--- src/rtl/gray_code_counter_if.sv ---
// Counter/converter bus: the master drives the controls and operands, and the slave returns
// the registered count and the converter results.
interface gray_code_counter_if #(
  parameter int unsigned WIDTH = 4
);
  logic             en;
  logic             up_dn;
  logic             load;
  logic [WIDTH-1:0] load_val;
  logic [WIDTH-1:0] bin_out;
  logic [WIDTH-1:0] gray_out;
  logic             tc;
  logic             conv_in_vld;
  logic             conv_dir;
  logic [WIDTH-1:0] conv_in;
  logic [WIDTH-1:0] conv_out;
  logic             conv_out_vld;

  modport master (
    output en, up_dn, load, load_val, conv_in_vld, conv_dir, conv_in,
    input  bin_out, gray_out, tc, conv_out, conv_out_vld
  );

  modport slave (
    input  en, up_dn, load, load_val, conv_in_vld, conv_dir, conv_in,
    output bin_out, gray_out, tc, conv_out, conv_out_vld
  );
endinterface

--- src/rtl/gray_code_counter.sv ---
// Registered binary/Gray up/down counter with wrap or saturate ends and terminal-count pulse,
// plus an independent 1-cycle binary<->Gray converter.
module gray_code_counter #(
  parameter int unsigned WIDTH = 4,
  parameter bit          WRAP  = 1'b1
) (
  input  logic               clk,
  input  logic               rst_n,
  gray_code_counter_if.slave bus
);
  localparam logic [WIDTH-1:0] MAX = '1;

  logic [WIDTH-1:0] next_bin;
  logic             next_tc;
  logic [WIDTH-1:0] b2g;
  logic [WIDTH-1:0] g2b;

  always_comb begin
    next_bin = bus.bin_out;
    next_tc  = 1'b0;
    if (bus.load) begin
      next_bin = bus.load_val;
    end else if (bus.en) begin
      if (bus.up_dn) begin
        if (bus.bin_out == MAX) begin
          next_tc  = 1'b1;
          next_bin = WRAP ? '0 : MAX;
        end else begin
          next_bin = bus.bin_out + 1'b1;
        end
      end else begin
        if (bus.bin_out == '0) begin
          next_tc  = 1'b1;
          next_bin = WRAP ? MAX : '0;
        end else begin
          next_bin = bus.bin_out - 1'b1;
        end
      end
    end
  end

  // Gray is encoded from next_bin so both outputs update on the same edge.
  always_ff @(posedge clk or negedge rst_n) begin
    if (!rst_n) begin
      bus.bin_out  <= '0;
      bus.gray_out <= '0;
      bus.tc       <= 1'b0;
    end else begin
      bus.bin_out  <= next_bin;
      bus.gray_out <= next_bin ^ (next_bin >> 1);
      bus.tc       <= next_tc;
    end
  end

  always_comb begin
    b2g = bus.conv_in ^ (bus.conv_in >> 1);
    g2b = '0;
    g2b[WIDTH-1] = bus.conv_in[WIDTH-1];
    for (int unsigned i = 1; i < WIDTH; i++) begin
      g2b[WIDTH-1-i] = g2b[WIDTH-i] ^ bus.conv_in[WIDTH-1-i];
    end
  end

  always_ff @(posedge clk or negedge rst_n) begin
    if (!rst_n) begin
      bus.conv_out     <= '0;
      bus.conv_out_vld <= 1'b0;
    end else begin
      bus.conv_out_vld <= bus.conv_in_vld;
      if (bus.conv_in_vld) begin
        bus.conv_out <= bus.conv_dir ? g2b : b2g;
      end
    end
  end
endmodule
--- src/flat_wrapper.sv ---
// flat-port wrapper written by rule: the top's interface ports become plain ports
module gray_code_counter_flat 
#(
  parameter int unsigned WIDTH = 4,
  parameter bit          WRAP  = 1'b1
)
  (clk, rst_n, bus_en, bus_up_dn, bus_load, bus_load_val, bus_conv_in_vld, bus_conv_dir, bus_conv_in, bus_bin_out, bus_gray_out, bus_tc, bus_conv_out, bus_conv_out_vld);
  gray_code_counter_if #(.WIDTH(WIDTH)) bus_i ();
  input  logic clk;
  input  logic rst_n;
  input wire logic [$bits(bus_i.en)-1:0] bus_en;
  input wire logic [$bits(bus_i.up_dn)-1:0] bus_up_dn;
  input wire logic [$bits(bus_i.load)-1:0] bus_load;
  input wire logic [$bits(bus_i.load_val)-1:0] bus_load_val;
  input wire logic [$bits(bus_i.conv_in_vld)-1:0] bus_conv_in_vld;
  input wire logic [$bits(bus_i.conv_dir)-1:0] bus_conv_dir;
  input wire logic [$bits(bus_i.conv_in)-1:0] bus_conv_in;
  output wire logic [$bits(bus_i.bin_out)-1:0] bus_bin_out;
  output wire logic [$bits(bus_i.gray_out)-1:0] bus_gray_out;
  output wire logic [$bits(bus_i.tc)-1:0] bus_tc;
  output wire logic [$bits(bus_i.conv_out)-1:0] bus_conv_out;
  output wire logic [$bits(bus_i.conv_out_vld)-1:0] bus_conv_out_vld;
  assign bus_i.en = bus_en;
  assign bus_i.up_dn = bus_up_dn;
  assign bus_i.load = bus_load;
  assign bus_i.load_val = bus_load_val;
  assign bus_i.conv_in_vld = bus_conv_in_vld;
  assign bus_i.conv_dir = bus_conv_dir;
  assign bus_i.conv_in = bus_conv_in;
  assign bus_bin_out = bus_i.bin_out;
  assign bus_gray_out = bus_i.gray_out;
  assign bus_tc = bus_i.tc;
  assign bus_conv_out = bus_i.conv_out;
  assign bus_conv_out_vld = bus_i.conv_out_vld;
  gray_code_counter #(.WIDTH(WIDTH), .WRAP(WRAP)) u_core (.clk(clk), .rst_n(rst_n), .bus(bus_i));
endmodule
--- config.mk ---
export PLATFORM = sky130hd
export DESIGN_NAME = gray_code_counter_flat
export DESIGN_NICKNAME = d
export VERILOG_FILES = /design/src/rtl/gray_code_counter_if.sv /design/src/rtl/gray_code_counter.sv /design/src/flat_wrapper.sv
export SDC_FILE = /design/constraint.sdc
export NUM_CORES = 1
export LEC_CHECK = 0
export ABC_AREA = 1
export BUFFER_PORTS_ARGS = -buffer_cell sky130_fd_sc_hd__buf_2
export CORE_MARGIN = 2
export CORE_UTILIZATION = 45
export DETAILED_ROUTE_END_ITERATION = 7
export HOLD_SLACK_MARGIN = 0.06
export PLACE_DENSITY = 0.7
export SLEW_MARGIN = 20
export SYNTH_ARGS = -nofsm -noshare
export SYNTH_HDL_FRONTEND = slang
export SYNTH_SLANG_ARGS = --single-unit
export TNS_END_PERCENT = 30
--- constraint.sdc ---
create_clock -name clk -period 2.86 [get_ports clk]
set_input_delay 0.143 -clock clk [delete_from_list [all_inputs] [get_ports clk]]
set_output_delay 0.143 -clock clk [all_outputs]
set_load 0.01 [all_outputs]
==> flow_summary.json <==
{
  "critical-path-top-delay-family": "flip-flops",
  "synth_nets": 116,
  "post-place-cells": 142,
  "grt_max_degree": 14,
  "holdBufCountCts": 2,
  "post-place-ws_ps": 1350,
  "min_period_ps": 1530,
  "numCtsBuffers": 3,
  "path_clk_slew_ps": 80,
  "p_sw_frac": 0.335,
  "worstHoldStart": "bus_conv_in[3]",
  "yosys_warnings": 0,
  "slew_violations": 0,
  "grt_overflow_total": 0,
  "cts_setup_buffers": 0,
  "startpoint_type": "register",
  "worstPathRequired_ps": 3070,
  "cts_root_buf": "clkbuf_4",
  "synth.top_cells.by_count": "29 x nand2_1, 18 x inv_1, 13 x dfrtp_1",
  "ys_seq_area_frac": 0.428,
  "tightestPinTransition_ps": 277,
  "via_per_inst": 4.81,
  "tritoncts": "built",
  "total_power_mw": 0.476,
  "final_area_sq_um": 960,
  "antenna_left": 0,
  "core-area_sq_um": 1540,
  "worstRegToRegCells": 6,
  "wl_per_cell_um": 10.5,
  "ctsResizeCount": 0,
  "clockBufferDepth": 2,
  "critPathMaxStageDelay_ps": 450,
  "synth_edf_count": 0,
  "p_int_mw": 0.317,
  "track_usage": 0.182,
  "start_util": 0.493,
  "postPlaceCellArea_sq_um": 912,
  "pwr-share-seq": 0.473,
  "finalHoldViolations": 0,
  "crit_chain": "inv_1 -> ha_1 -> xor2_1 -> nand2_1 -> a22oi_4 -> xor2_1",
  "fmax_mhz": 654,
  "fin_ws_ps": 1330,
  "finish.cell_count_without_fillers": 148,
  "clockPowerShare": 0.238,
  "fin_hold_ws_ps": 114,
  "powerDensity_nw_per_um2": 496,
  "firstDrtPassIters": 4,
  "path_buf_inv": 1,
  "outcome": "finished, final reports clean",
  "clk-insertion-delay-late_ps": 280,
  "yosysTopAreaCell": "dfrtp_1",
  "peakVddDrop_uv": 289,
  "setup_violations": 0,
  "critPathKind": "register to register",
  "leakagePower_nw": 0.559,
  "routabilityCongestion": 0.839,
  "combPwrFrac": 0.289,
  "io_pins": 29,
  "drive_gt1_frac": 0.265,
  "synth_async_sr_flop_share": 1.00,
  "synth_top_area_share": 0.428,
  "synth-main-ff-cell": "dfrtp_1",
  "grt_pass1_wl_um": 2610,
  "r2r-start": "u_core.bus.bin_out[0]",
  "period_share": 0.534,
  "crit_path_end_kind": "register",
  "grt_setup_unrepaired": "false",
  "io_buffer_count": 28,
  "syn_to_final_growth_pct": 26.4,
  "drtIter0Drc": 4,
  "synth.area.top_cells": "dfrtp_1 43%, nand2_1 14%, inv_1 8.9%",
  "hold_depth": 3,
  "finish.utilization": 0.623,
  "routed_wl_um": 1550,
  "drc": 0,
  "finalClockSkew_ps": 5.67,
  "h-tree-depth": 1,
  "grt_pass1_vias": 665,
  "antenna_found_initial": 0,
  "cts.sinks": 13,
  "arrival_ps": 1740,
  "cpMostUsedCell": "xor2_1",
  "num_vias": 712,
  "synth.cell_area_sq_um": 759,
  "syn_avg_cell_area_sq_um": 7.67,
  "ys_ff_latch": 13,
  "netSwitchingPower_mw": 0.159,
  "crit_slowest_cell": "dfrtp_1",
  "min_path_type": "input port to register",
  "relSlewSlack": 0.815,
  "fp.dieH_um": 45.1,
  "cp_max_fo": 7,
  "setup-tns-final_ps": 0,
  "synth_cell_type_count": 18,
  "dp_hpwl_um": 1230,
  "syn_inst": 99,
  "maxCapViolations": 0,
  "diodes": 0,
  "r2r_end": "u_core.bus.gray_out[1]",
  "die_w_um": 45.1,
  "rows": 14,
  "whs_endpoint": "u_core.bus.conv_out[3]",
  "synth_most_common_cell": "nand2_1",
  "fin_nets": 150,
  "reg2reg_slack_ps": 1330,
  "die_area_sq_um": 2030
}
-- layout by cell type, fill, tap and decap left out --
cell            n
inv_1          18
dfrtp_1        13
buf_2          28
or2_1           1
nor2_1          5
nand4_1         2
nand3_1        12
xor2_1          5
a31oi_1         1
nand2_1        29
ha_1            2
o21ai_2         1
dlygate4sd3_1   2
clkinv_2        1
o21ai_0         1
a21oi_1         4
xnor2_1         1
a211oi_1        1
a22oi_4         1
clkbuf_4        3
or2_2           1
-- power by group through the flow --
stage / clock network, mW / logic, mW / registers (mW)
3_3_place_gp: 0 / 0.135 / 0.228
2_1_floorplan: 0 / 0.0708 / 0.238
5_1_grt: 0.126 / 0.157 / 0.229
6_report: 0.113 / 0.138 / 0.225
3_5_place_dp: 0 / 0.137 / 0.228
4_1_cts: 0.118 / 0.139 / 0.225
-- sequential cells by signal, indices dropped and copies added (netlist names) --
name	cells
u_core.bus.bin_out	4
u_core.bus.conv_out	4
u_core.bus.gray_out	3
u_core.bus.conv_out_vld	1
u_core.bus.tc	1
-- tightest hold or removal path, delay by kind of cell --
| family | cells | cell delay, ps |
|---|---|---|
| buffers and inverters | 1 | 110 |
| and+or+nand+nor | 2 | 110 |
-- per-layer routing --
layer	track usage	part of all wire	up-vias
met2	0.269	0.46	19
met4	0.0824	0.012	0
met5	0	0	-
met1	0.231	0.46	313
li1	-	-	376
met3	0.0760	0.070	4
-- cells by family after synthesis --
kind of cell	after synthesis	synth area share
adders and majority gates	2	0.0329
and+or+nand+nor	50	0.280
buffers and inverters	19	0.0988
AOI/OAI and AO/OA	9	0.0906
DFF	13	0.428
xor gates and xnor gates	6	0.0692
-- cell type report --
cell class | count | area, sq um
fillers | 146 | 582
multi-input cells | 67 | 359
flip-flops and latches | 13 | 325
repair buffers | 30 | 160
inverters | 18 | 67.6
clock buffers | 3 | 22.5
well taps | 16 | 20.0
clock inverters | 1 | 5.00
-- how the worst max path moves through the flow --
stage                     startpoint  depth (start not counted)                      to  slack [ps]
6_report       u_core.bus.bin_out[0]                          6  u_core.bus.gray_out[1]        1330
5_1_grt        u_core.bus.bin_out[0]                          6  u_core.bus.gray_out[1]        1190
4_1_cts        u_core.bus.bin_out[0]                          6  u_core.bus.gray_out[1]        1330
3_5_place_dp   u_core.bus.bin_out[0]                          6  u_core.bus.gray_out[1]        1350
3_3_place_gp   u_core.bus.bin_out[0]                          6  u_core.bus.gray_out[1]        1380
2_1_floorplan  u_core.bus.bin_out[0]                          6  u_core.bus.gray_out[0]        1430
Power figures use the tool's default switching activity.
